### config.mk
export PLATFORM = sky130hd
export DESIGN_NAME = fb_writer_flat
export DESIGN_NICKNAME = d
export VERILOG_FILES = /design/src/rtl/fb_pkg.sv /design/src/rtl/fb_writer_if.sv /design/src/rtl/raster_counter.sv /design/src/rtl/fb_writer.sv /design/src/flat_wrapper.sv
export SDC_FILE = /design/constraint.sdc
export NUM_CORES = 1
export LEC_CHECK = 0
export CELL_PAD_IN_SITES_DETAIL_PLACEMENT = 1
export CELL_PAD_IN_SITES_GLOBAL_PLACEMENT = 2
export CORE_ASPECT_RATIO = 1.4
export CORE_MARGIN = 3
export CORE_UTILIZATION = 35
export DETAILED_ROUTE_END_ITERATION = 16
export GPL_ROUTABILITY_DRIVEN = 0
export PLACE_DENSITY = 0.9
export SLEW_MARGIN = 10
export SYNTH_ARGS = -nofsm -noshare
export SYNTH_HDL_FRONTEND = slang
export SYNTH_SLANG_ARGS = --single-unit
### constraint.sdc
create_clock -name clk -period 4.7 [get_ports clk]
set_input_delay 0.705 -clock clk [delete_from_list [all_inputs] [get_ports clk]]
set_output_delay 0.705 -clock clk [all_outputs]
set_load 0.05 [all_outputs]
### src/rtl/fb_pkg.sv
// Shared framebuffer address map for the Mandelbrot display path.
// Both the write side (fb_writer) and the VGA scan-out side import this
// package, so the two ends always agree on banking and address layout.
package fb_pkg;

    // Logical framebuffer geometry (half the VGA resolution in each axis).
    localparam int FB_WIDTH      = 320;
    localparam int FB_HEIGHT     = 240;
    localparam int ROWS_PER_BANK = 16;
    localparam int BANK_DEPTH    = FB_WIDTH * ROWS_PER_BANK;

    // RAM-facing widths.
    localparam int ADDR_WIDTH = 13;
    localparam int DATA_WIDTH = 12;
    localparam int BANK_WIDTH = 4;

    // Counter widths derived from the geometry.
    localparam int COL_WIDTH = $clog2(FB_WIDTH);
    localparam int ROW_WIDTH = $clog2(FB_HEIGHT + 1);
    localparam int ROW_SHIFT = $clog2(ROWS_PER_BANK);

    // Colour field slices within a pixel word {R, G, B}.
    localparam int R_MSB = 11;
    localparam int R_LSB = 8;
    localparam int G_MSB = 7;
    localparam int G_LSB = 4;
    localparam int B_MSB = 3;
    localparam int B_LSB = 0;

    typedef enum logic {
        ST_IDLE = 1'b0,
        ST_RUN  = 1'b1
    } wr_state_t;

endpackage

### src/rtl/fb_writer_if.sv
// Pixel stream handshake plus framebuffer RAM write bus.
// The slave modport is the writer's view; the master modport is the view of
// whatever sits around it (pixel producer on one side, RAM on the other).
interface fb_writer_if
    import fb_pkg::*;
    ();

    logic                  i_valid;
    logic [DATA_WIDTH-1:0] i_data;
    logic                  i_last;
    logic                  o_ready;
    logic                  o_we;
    logic [ADDR_WIDTH-1:0] o_addr_wr;
    logic [DATA_WIDTH-1:0] o_data_wr;
    logic [BANK_WIDTH-1:0] o_bank;

    modport master (
        output i_valid, i_data, i_last,
        input  o_ready, o_we, o_addr_wr, o_data_wr, o_bank
    );

    modport slave (
        input  i_valid, i_data, i_last,
        output o_ready, o_we, o_addr_wr, o_data_wr, o_bank
    );

endinterface

### src/rtl/raster_counter.sv
// Raster position counters for the framebuffer writer.
// Tracks col/row in raster order and a running in-bank address that wraps at
// each bank boundary, so no multiplier is needed to form row*FB_WIDTH+col.
module raster_counter
    import fb_pkg::*;
(
    input  logic                  clk,
    input  logic                  rst_n,
    input  logic                  clear_i,
    input  logic                  advance_i,
    output logic [COL_WIDTH-1:0]  col_o,
    output logic [ROW_WIDTH-1:0]  row_o,
    output logic [ADDR_WIDTH-1:0] addr_o,
    output logic [BANK_WIDTH-1:0] bank_o,
    output logic                  last_pixel_o
);

    logic [COL_WIDTH-1:0]  col_q,  col_d;
    logic [ROW_WIDTH-1:0]  row_q,  row_d;
    logic [ADDR_WIDTH-1:0] addr_q, addr_d;
    logic                  col_end;
    logic                  bank_row_end;

    assign col_end      = (col_q == COL_WIDTH'(FB_WIDTH - 1));
    assign bank_row_end = (row_q[ROW_SHIFT-1:0] == ROW_SHIFT'(ROWS_PER_BANK - 1));

    // Next position: clear wins, otherwise step one pixel in raster order.
    always_comb begin
        col_d  = col_q;
        row_d  = row_q;
        addr_d = addr_q;
        if (clear_i) begin
            col_d  = '0;
            row_d  = '0;
            addr_d = '0;
        end else if (advance_i) begin
            if (col_end) begin
                col_d = '0;
                row_d = row_q + 1'b1;
            end else begin
                col_d = col_q + 1'b1;
            end
            if (col_end && bank_row_end) begin
                addr_d = '0;
            end else begin
                addr_d = addr_q + 1'b1;
            end
        end
    end

    // Position registers.
    always_ff @(posedge clk or negedge rst_n) begin
        if (!rst_n) begin
            col_q  <= '0;
            row_q  <= '0;
            addr_q <= '0;
        end else begin
            col_q  <= col_d;
            row_q  <= row_d;
            addr_q <= addr_d;
        end
    end

    assign col_o        = col_q;
    assign row_o        = row_q;
    assign addr_o       = addr_q;
    assign bank_o       = row_q[ROW_SHIFT +: BANK_WIDTH];
    assign last_pixel_o = col_end && (row_q == ROW_WIDTH'(FB_HEIGHT - 1));

endmodule

### src/rtl/fb_writer.sv
// Framebuffer write-side controller.
// Accepts raster-order pixels over valid/ready and issues one registered RAM
// write per accepted pixel, one cycle later, with bank/address taken from the
// pixel's own raster position. Frames end on pixel count, never on i_last;
// a misplaced i_last only raises the sticky error flag.
module fb_writer
    import fb_pkg::*;
(
    input  logic         clk,
    input  logic         i_rst_n,
    input  logic         i_start,
    input  logic         i_abort,
    fb_writer_if.slave   fb,
    output logic         o_busy,
    output logic         o_frame_done,
    output logic         o_err
);

    wr_state_t             state_q;
    logic                  ready_q;
    logic                  we_q;
    logic [ADDR_WIDTH-1:0] addr_q;
    logic [DATA_WIDTH-1:0] data_q;
    logic [BANK_WIDTH-1:0] bank_q;
    logic                  busy_q;
    logic                  done_q;
    logic                  err_q;

    logic                  accept;
    logic                  cnt_clear;
    logic [COL_WIDTH-1:0]  cnt_col;
    logic [ROW_WIDTH-1:0]  cnt_row;
    logic [ADDR_WIDTH-1:0] cnt_addr;
    logic [BANK_WIDTH-1:0] cnt_bank;
    logic                  cnt_last;

    // Abort suppresses the pixel offered in the same cycle.
    assign accept    = ready_q && fb.i_valid && !i_abort;
    assign cnt_clear = ((state_q == ST_IDLE) && i_start && !i_abort) ||
                       ((state_q == ST_RUN)  && i_abort);

    raster_counter u_raster (
        .clk          (clk),
        .rst_n        (i_rst_n),
        .clear_i      (cnt_clear),
        .advance_i    (accept),
        .col_o        (cnt_col),
        .row_o        (cnt_row),
        .addr_o       (cnt_addr),
        .bank_o       (cnt_bank),
        .last_pixel_o (cnt_last)
    );

    // Frame FSM with registered handshake, write port and status outputs.
    always_ff @(posedge clk or negedge i_rst_n) begin
        if (!i_rst_n) begin
            state_q <= ST_IDLE;
            ready_q <= 1'b0;
            we_q    <= 1'b0;
            addr_q  <= '0;
            data_q  <= '0;
            bank_q  <= '0;
            busy_q  <= 1'b0;
            done_q  <= 1'b0;
            err_q   <= 1'b0;
        end else begin
            we_q   <= accept;
            done_q <= 1'b0;
            if (accept) begin
                addr_q <= cnt_addr;
                data_q <= fb.i_data;
                bank_q <= cnt_bank;
                if (fb.i_last != cnt_last) begin
                    err_q <= 1'b1;
                end
            end
            case (state_q)
                ST_IDLE: begin
                    if (i_start && !i_abort) begin
                        state_q <= ST_RUN;
                        ready_q <= 1'b1;
                        busy_q  <= 1'b1;
                        err_q   <= 1'b0;
                    end
                end
                ST_RUN: begin
                    if (i_abort) begin
                        state_q <= ST_IDLE;
                        ready_q <= 1'b0;
                        busy_q  <= 1'b0;
                    end else if (accept && cnt_last) begin
                        state_q <= ST_IDLE;
                        ready_q <= 1'b0;
                        busy_q  <= 1'b0;
                        done_q  <= 1'b1;
                    end
                end
                default: begin
                    state_q <= ST_IDLE;
                    ready_q <= 1'b0;
                    busy_q  <= 1'b0;
                end
            endcase
        end
    end

    // Column and row are carried for scan-out alignment debug only.
    logic unused_pos;
    assign unused_pos = ^{cnt_col, cnt_row};

    assign fb.o_ready    = ready_q;
    assign fb.o_we       = we_q;
    assign fb.o_addr_wr  = addr_q;
    assign fb.o_data_wr  = data_q;
    assign fb.o_bank     = bank_q;
    assign o_busy        = busy_q;
    assign o_frame_done  = done_q;
    assign o_err         = err_q;

endmodule

### src/flat_wrapper.sv
// flat-port wrapper written by rule: the top's interface ports become plain ports
module fb_writer_flat import fb_pkg::*;
  (clk, i_rst_n, i_start, i_abort, o_busy, o_frame_done, o_err, fb_i_valid, fb_i_data, fb_i_last, fb_o_ready, fb_o_we, fb_o_addr_wr, fb_o_data_wr, fb_o_bank);
  fb_writer_if fb_i ();
  input  logic clk;
  input  logic i_rst_n;
  input  logic i_start;
  input  logic i_abort;
  output logic o_busy;
  output logic o_frame_done;
  output logic o_err;
  input wire logic [$bits(fb_i.i_valid)-1:0] fb_i_valid;
  input wire logic [$bits(fb_i.i_data)-1:0] fb_i_data;
  input wire logic [$bits(fb_i.i_last)-1:0] fb_i_last;
  output wire logic [$bits(fb_i.o_ready)-1:0] fb_o_ready;
  output wire logic [$bits(fb_i.o_we)-1:0] fb_o_we;
  output wire logic [$bits(fb_i.o_addr_wr)-1:0] fb_o_addr_wr;
  output wire logic [$bits(fb_i.o_data_wr)-1:0] fb_o_data_wr;
  output wire logic [$bits(fb_i.o_bank)-1:0] fb_o_bank;
  assign fb_i.i_valid = fb_i_valid;
  assign fb_i.i_data = fb_i_data;
  assign fb_i.i_last = fb_i_last;
  assign fb_o_ready = fb_i.o_ready;
  assign fb_o_we = fb_i.o_we;
  assign fb_o_addr_wr = fb_i.o_addr_wr;
  assign fb_o_data_wr = fb_i.o_data_wr;
  assign fb_o_bank = fb_i.o_bank;
  fb_writer u_core (.clk(clk), .i_rst_n(i_rst_n), .i_start(i_start), .i_abort(i_abort), .fb(fb_i), .o_busy(o_busy), .o_frame_done(o_frame_done), .o_err(o_err));
endmodule
# ---- After elaboration in Yosys (flattened, before gate mapping)
# Index checks and enable logic that the tools add are counted.
dict set report classes {
  add_sub_neg 3
  eq_ne 6
  mux 24
  bitwise_logic 1
  n_reduce_logical 15
}
# cell n
set op_table {}
lappend op_table {{$mux 13} 3}
lappend op_table {{$mux 9} 3}
lappend op_table {{$mux 8} 3}
lappend op_table {{$add 13x1->13 const B} 1}
lappend op_table {{$mux 1} 13}
lappend op_table {{$add 9x1->9 const B} 1}
lappend op_table {{$eq 9x9->1 const B} 1}
lappend op_table {{$logic_and 1x1->1} 9}
lappend op_table {{$add 8x1->8 const B} 1}
lappend op_table {{$eq 8x8->1 const B} 1}
lappend op_table {{$eq 4x4->1 const B} 1}
lappend op_table {{$pmux 1 s2} 2}
lappend op_table {{$reduce_and 2->1} 2}
lappend op_table {{$reduce_bool 2->1} 2}
lappend op_table {{$ne 3x3->1 const B} 1}
lappend op_table {{$ne 2x2->1 const B} 1}
lappend op_table {{$logic_not 1->1} 1}
lappend op_table {{$logic_or 1x1->1} 1}
lappend op_table {{$ne 1x1->1} 1}
lappend op_table {{$not 1->1} 1}
dict set report totals {
  register_bits 64
  inputBits 18
  out_inout_bits 34
  wordCells 60
}

# ---- Longest topological paths before layout
dict set report depth {
  ltp_word 7
  depth_mapped 6
  mapped_depth_nobuf 6
}

# ---- Hierarchy
# Synthesis repeated with hierarchy kept, for this count alone.
dict set report hier_totals {
  hier_cells 245
  area_unflattened_um2 3069.2
}
# mod n_inst cells_per_inst area_each_um2 seq_area_each_um2
set modules_own_cells {}
lappend modules_own_cells {raster_counter 1 163 1631.6 750.7}
lappend modules_own_cells {fb_writer 1 82 1437.6 850.8}

# ---- Worst setup path before layout
# No wires, ideal clock.
dict set report synth_path {
  path_kind {register to register}
  from {reg u_core.ready_q, in the netlist u_core.fb.o_ready}
  to {reg u_core.u_raster.addr_q[8], in the netlist u_core.u_raster.addr_o[8]}
  setup_ns 0.119
  arrival_time_ns 1.692
  required_ns 4.581
  setup_slack_ns 2.889
  stages_incl_launch_ff 6
  path_buffers 0
  period_less_slack_ns 1.811
  path_cell_list {dfrtp_1 nand2_1 a21oi_4 o21ai_1 o31a_1 o21a_1}
}
dict set report synth_via {
  elab_chain_cells 3
}
# item line
set synth_lines {}
lappend synth_lines {{start, declared} fb_writer.sv:20} ;# logic ready_q;
lappend synth_lines {{start signal, assigned} fb_writer.sv:58} ;# ready_q <= 1'b0;
lappend synth_lines {{start signal, assigned} fb_writer.sv:81} ;# ready_q <= 1'b1;
lappend synth_lines {{start signal, assigned} fb_writer.sv:89} ;# ready_q <= 1'b0;
lappend synth_lines {{$logic_and 1x1->1 (2 in series)} fb_writer.sv:38} ;# assign accept = ready_q && fb.i_valid && !i_abort;
lappend synth_lines {{$reduce_bool 2->1 (no source line)} --}
lappend synth_lines {{end signal, assigned} raster_counter.sv:60} ;# addr_q <= addr_d;
lappend synth_lines {{end, declared} raster_counter.sv:20} ;# logic [ADDR_WIDTH-1:0] addr_q, addr_d;
# No other way between the ends.
# A chain may end at the register's enable or synchronous reset.

# ---- Worst setup path after layout
dict set report layout_path {
  from {in i_abort}
  to {reg u_core.u_raster.addr_q[10], in the netlist u_core.u_raster.addr_o[10]}
}
dict set report layout_via {
  elab_chain_cells 4
  word_cells_on_any_way 7
  cone_classes {mux (1); reduce/logical (6)}
}
# item line
set layout_lines {}
lappend layout_lines {{start, declared} flat_wrapper.sv:8} ;# input logic i_abort;
lappend layout_lines {{$logic_not 1->1} {fb_writer.sv:38, fb_writer.sv:39}}
lappend layout_lines {{$logic_and 1x1->1} fb_writer.sv:39} ;# assign cnt_clear = ((state_q == ST_IDLE) && i_start && !i_abort) ||
lappend layout_lines {{$logic_or 1x1->1} fb_writer.sv:39}
lappend layout_lines {{$mux 13 or $reduce_bool 2->1 (tied branches)} --}
# Parallel ways exist; a longest one is shown, timed or not.

==> results.yml <==
outcome:
  status: "completed"
synth:
  synth_warnings: 0
  synth_fp_nets: 330
  ys.flop_type: "dfrtp_1"
  synth_edf_count: 0
  ys_seq_area_share_pct: 54.2
  syn_avg_cell_area_sq_um: 9.56
  synth-seq-cells: 64
  synthDistinctLibCells: 47
  ys_async_sr_fraction_pct: 100
  synthCells: 309
  netlist_area_sq_um: 2950
die:
  die_w_microns: 83.6
  start_util_pct: 36.0
  dieArea_sq_um: 9590
  die_h_microns: 115
  num_rows: 39
  core-area_sq_um: 8200
  ios: 52
worst_setup_path:
  crit_type: "in -> reg"
  end_kind: "flip-flop"
  cp.arrival_ps: 2910
  critPathMaxFanout: 21
  required_ps: 4950
  crit_path_start_kind: "input port"
  r2r_slack_ps: 2640
place:
  dp_slack_ps: 1680
  place.port_buffers: 51
  hpwl_mm: 4.84
routing:
  dr.pass1.iters: 4
  detail-route-antenna-nets: 0
  routedWlPerCell_microns: 15.2
  vias_per_cell: 4.99
  wl_mm: 7.17
  first_iter_violations: 85
  drcViolationCount: 0
  vias: 2359
clocking:
  clk_latency_ps: 330
  cts_tree: "done"
  cts_max_level: 3
  clock_path_buffers: 2
  path_clk_slew_ps: 50
  hold_buffers: 0
  postCtsSetupBuffers: 0
  numCtsBuffers: 9
  post_cts_resized: 0
  cts_sinks: 64
  cts_root_buf: "clkbuf_16"
pwr:
  p_per_area_nw_per_um2: 417
  p_int_uw: 1180
  p_leak_uw: 0.00195
  finalPower_uw: 1630
  clkPwrFrac_pct: 44.5
  p_comb_share_pct: 17.7
  sw_frac_of_total_pct: 27.9
  switchingPower_uw: 455
  seqPwrFrac_pct: 37.8
  vdd_ir_drop_max_mv: 0.230
sta:
  slew_violations: 0
  whs_ps: 468
  setup_tns_ps: 0
  finalCritPeriodShare_pct: 56.6
  worst_slew_pin_slew_ps: 826
  fin_worst_skew_ps: 4.31
  fmax_ghz: 0.376
  rsz0062_at_grt: "false"
  fin_ws_ps: 2040
  relSlewSlack_pct: 45.0
  setup-violations-final: 0
  period_minus_slack_ps: 2660
  finalHoldViolations: 0
global_route:
  grt_max_degree: 65
  antenna_found_initial: 0
  grt_first_pass_wirelength_mm: 12.4
  gr-total-overflow: 0
  track_usage_pct: 16.4
  grt_pass1_vias: 2534
layout:
  layout-drive-gt1-share_pct: 9.43
  final_cell_mix: "nand2_1, dfrtp_1, clkdlybuf4s50_1, nor2_1"
  syn_to_final_growth_pct: 32.5
  fin_nets: 387
  diodes: 0
  fillCellCount: 948
  final_common_cell: "nand2_1"
run:
  cap_violations: 0
worst_hold_path:
  hp-class: "reg -> reg"
power groups by stage:
stage               Sequential (uW)  Combinational, uW  Clock, uW
CTS                             618                295        747
detailed placement              628                293          0
global placement                626                289          0
floorplan                       730               70.9          0
finish                          618                289        726
global route                    623                310        770
sequential cells by signal, summed over array words and instances (netlist names):
register,count
u_core.fb.o_addr_wr,13
u_core.fb.o_bank,4
u_core.fb.o_data_wr,12
u_core.fb.o_ready,1
u_core.fb.o_we,1
u_core.o_err,1
u_core.o_frame_done,1
u_core.state_q,1
u_core.u_raster.addr_o,13
u_core.u_raster.col_o,9
u_core.u_raster.row_o,8
kinds of logic after synthesis:
kind of cell,count (synthesis),share of synthesized area [%]
buffers and inverters,15,2.12
DFF,64,54.2
xor gates and xnor gates,15,4.45
AOI/OAI and AO/OA,40,8.69
adders and majority gates,3,1.27
and+or+nand+nor,170,28.5
muxes,2,0.720
worst max-delay path, stage by stage:
cell	delay (ps)
clkdlybuf4s50_1	560
nand3b_4	400
inv_2	380
nand2_1	200
nor2_2	320
a21oi_1	150
o22ai_1	180
routing by layer:
metal	track usage, %	up-vias	wire length, microns
li1	-	1164	-
met5	0	-	0
met1	19.0	1156	2930
met3	2.81	10	183
met4	8.05	0	151
met2	29.3	29	3910
worst paths after layout:
check,startpoint,endpoint,cells past startpoint
worst max-delay path,i_abort,u_core.u_raster.addr_o[10]$_DFFE_PN0P_,7
worst min register to register,u_core.fb.o_data_wr[1]$_DFFE_PN0P_,u_core.fb.o_data_wr[1]$_DFFE_PN0P_,2
worst max register to register,u_core.fb.o_ready$_DFFE_PN0P_,u_core.u_raster.addr_o[10]$_DFFE_PN0P_,6
min in group asynchronous,i_rst_n,u_core.fb.o_data_wr[4]$_DFFE_PN0P_,2
max in group asynchronous,i_rst_n,u_core.u_raster.addr_o[6]$_DFFE_PN0P_,2
worst min-delay path,u_core.fb.o_data_wr[1]$_DFFE_PN0P_,u_core.fb.o_data_wr[1]$_DFFE_PN0P_,2
cells in the mapped netlist (all sizes together) (4+ instances only):
master   n  area, sq um
a21oi   13         76.3
and3     8         50.1
buf      6         28.8
dfrtp   64         1600
inv      6         22.5
nand2   97          364
nand3   12         60.1
nand4    4         25.0
nor2    27          106
nor3     6         52.6
o21ai   11         55.1
xor2    12          105
final cells by class:
class	count	area (sq um)	area share, %
Clock buffer	15	308	7.86
Tap cell	102	128	3.26
Multi-Input combinational cell	230	1290	32.9
Timing Repair Buffer	55	536	13.7
Sequential cell	64	1600	40.9
Inverter	6	22.5	0.575
Clock inverter	1	30.0	0.767
per-stage QoR:
| step | area (sq um) | utilization (%) | cells |
|---|---|---|---|
| 2_1_floorplan | 2950 | - | 309 |
| 3_3_place_gp | 3580 | 43.6 | 457 |
| 3_5_place_dp | 3580 | 43.6 | 457 |
| 4_1_cts | 3910 | 47.7 | 473 |
| 5_1_grt | 3910 | 47.7 | 473 |
| 6_report | 3910 | 47.7 | 473 |
No activity file was read; power rests on OpenSTA's default activity.
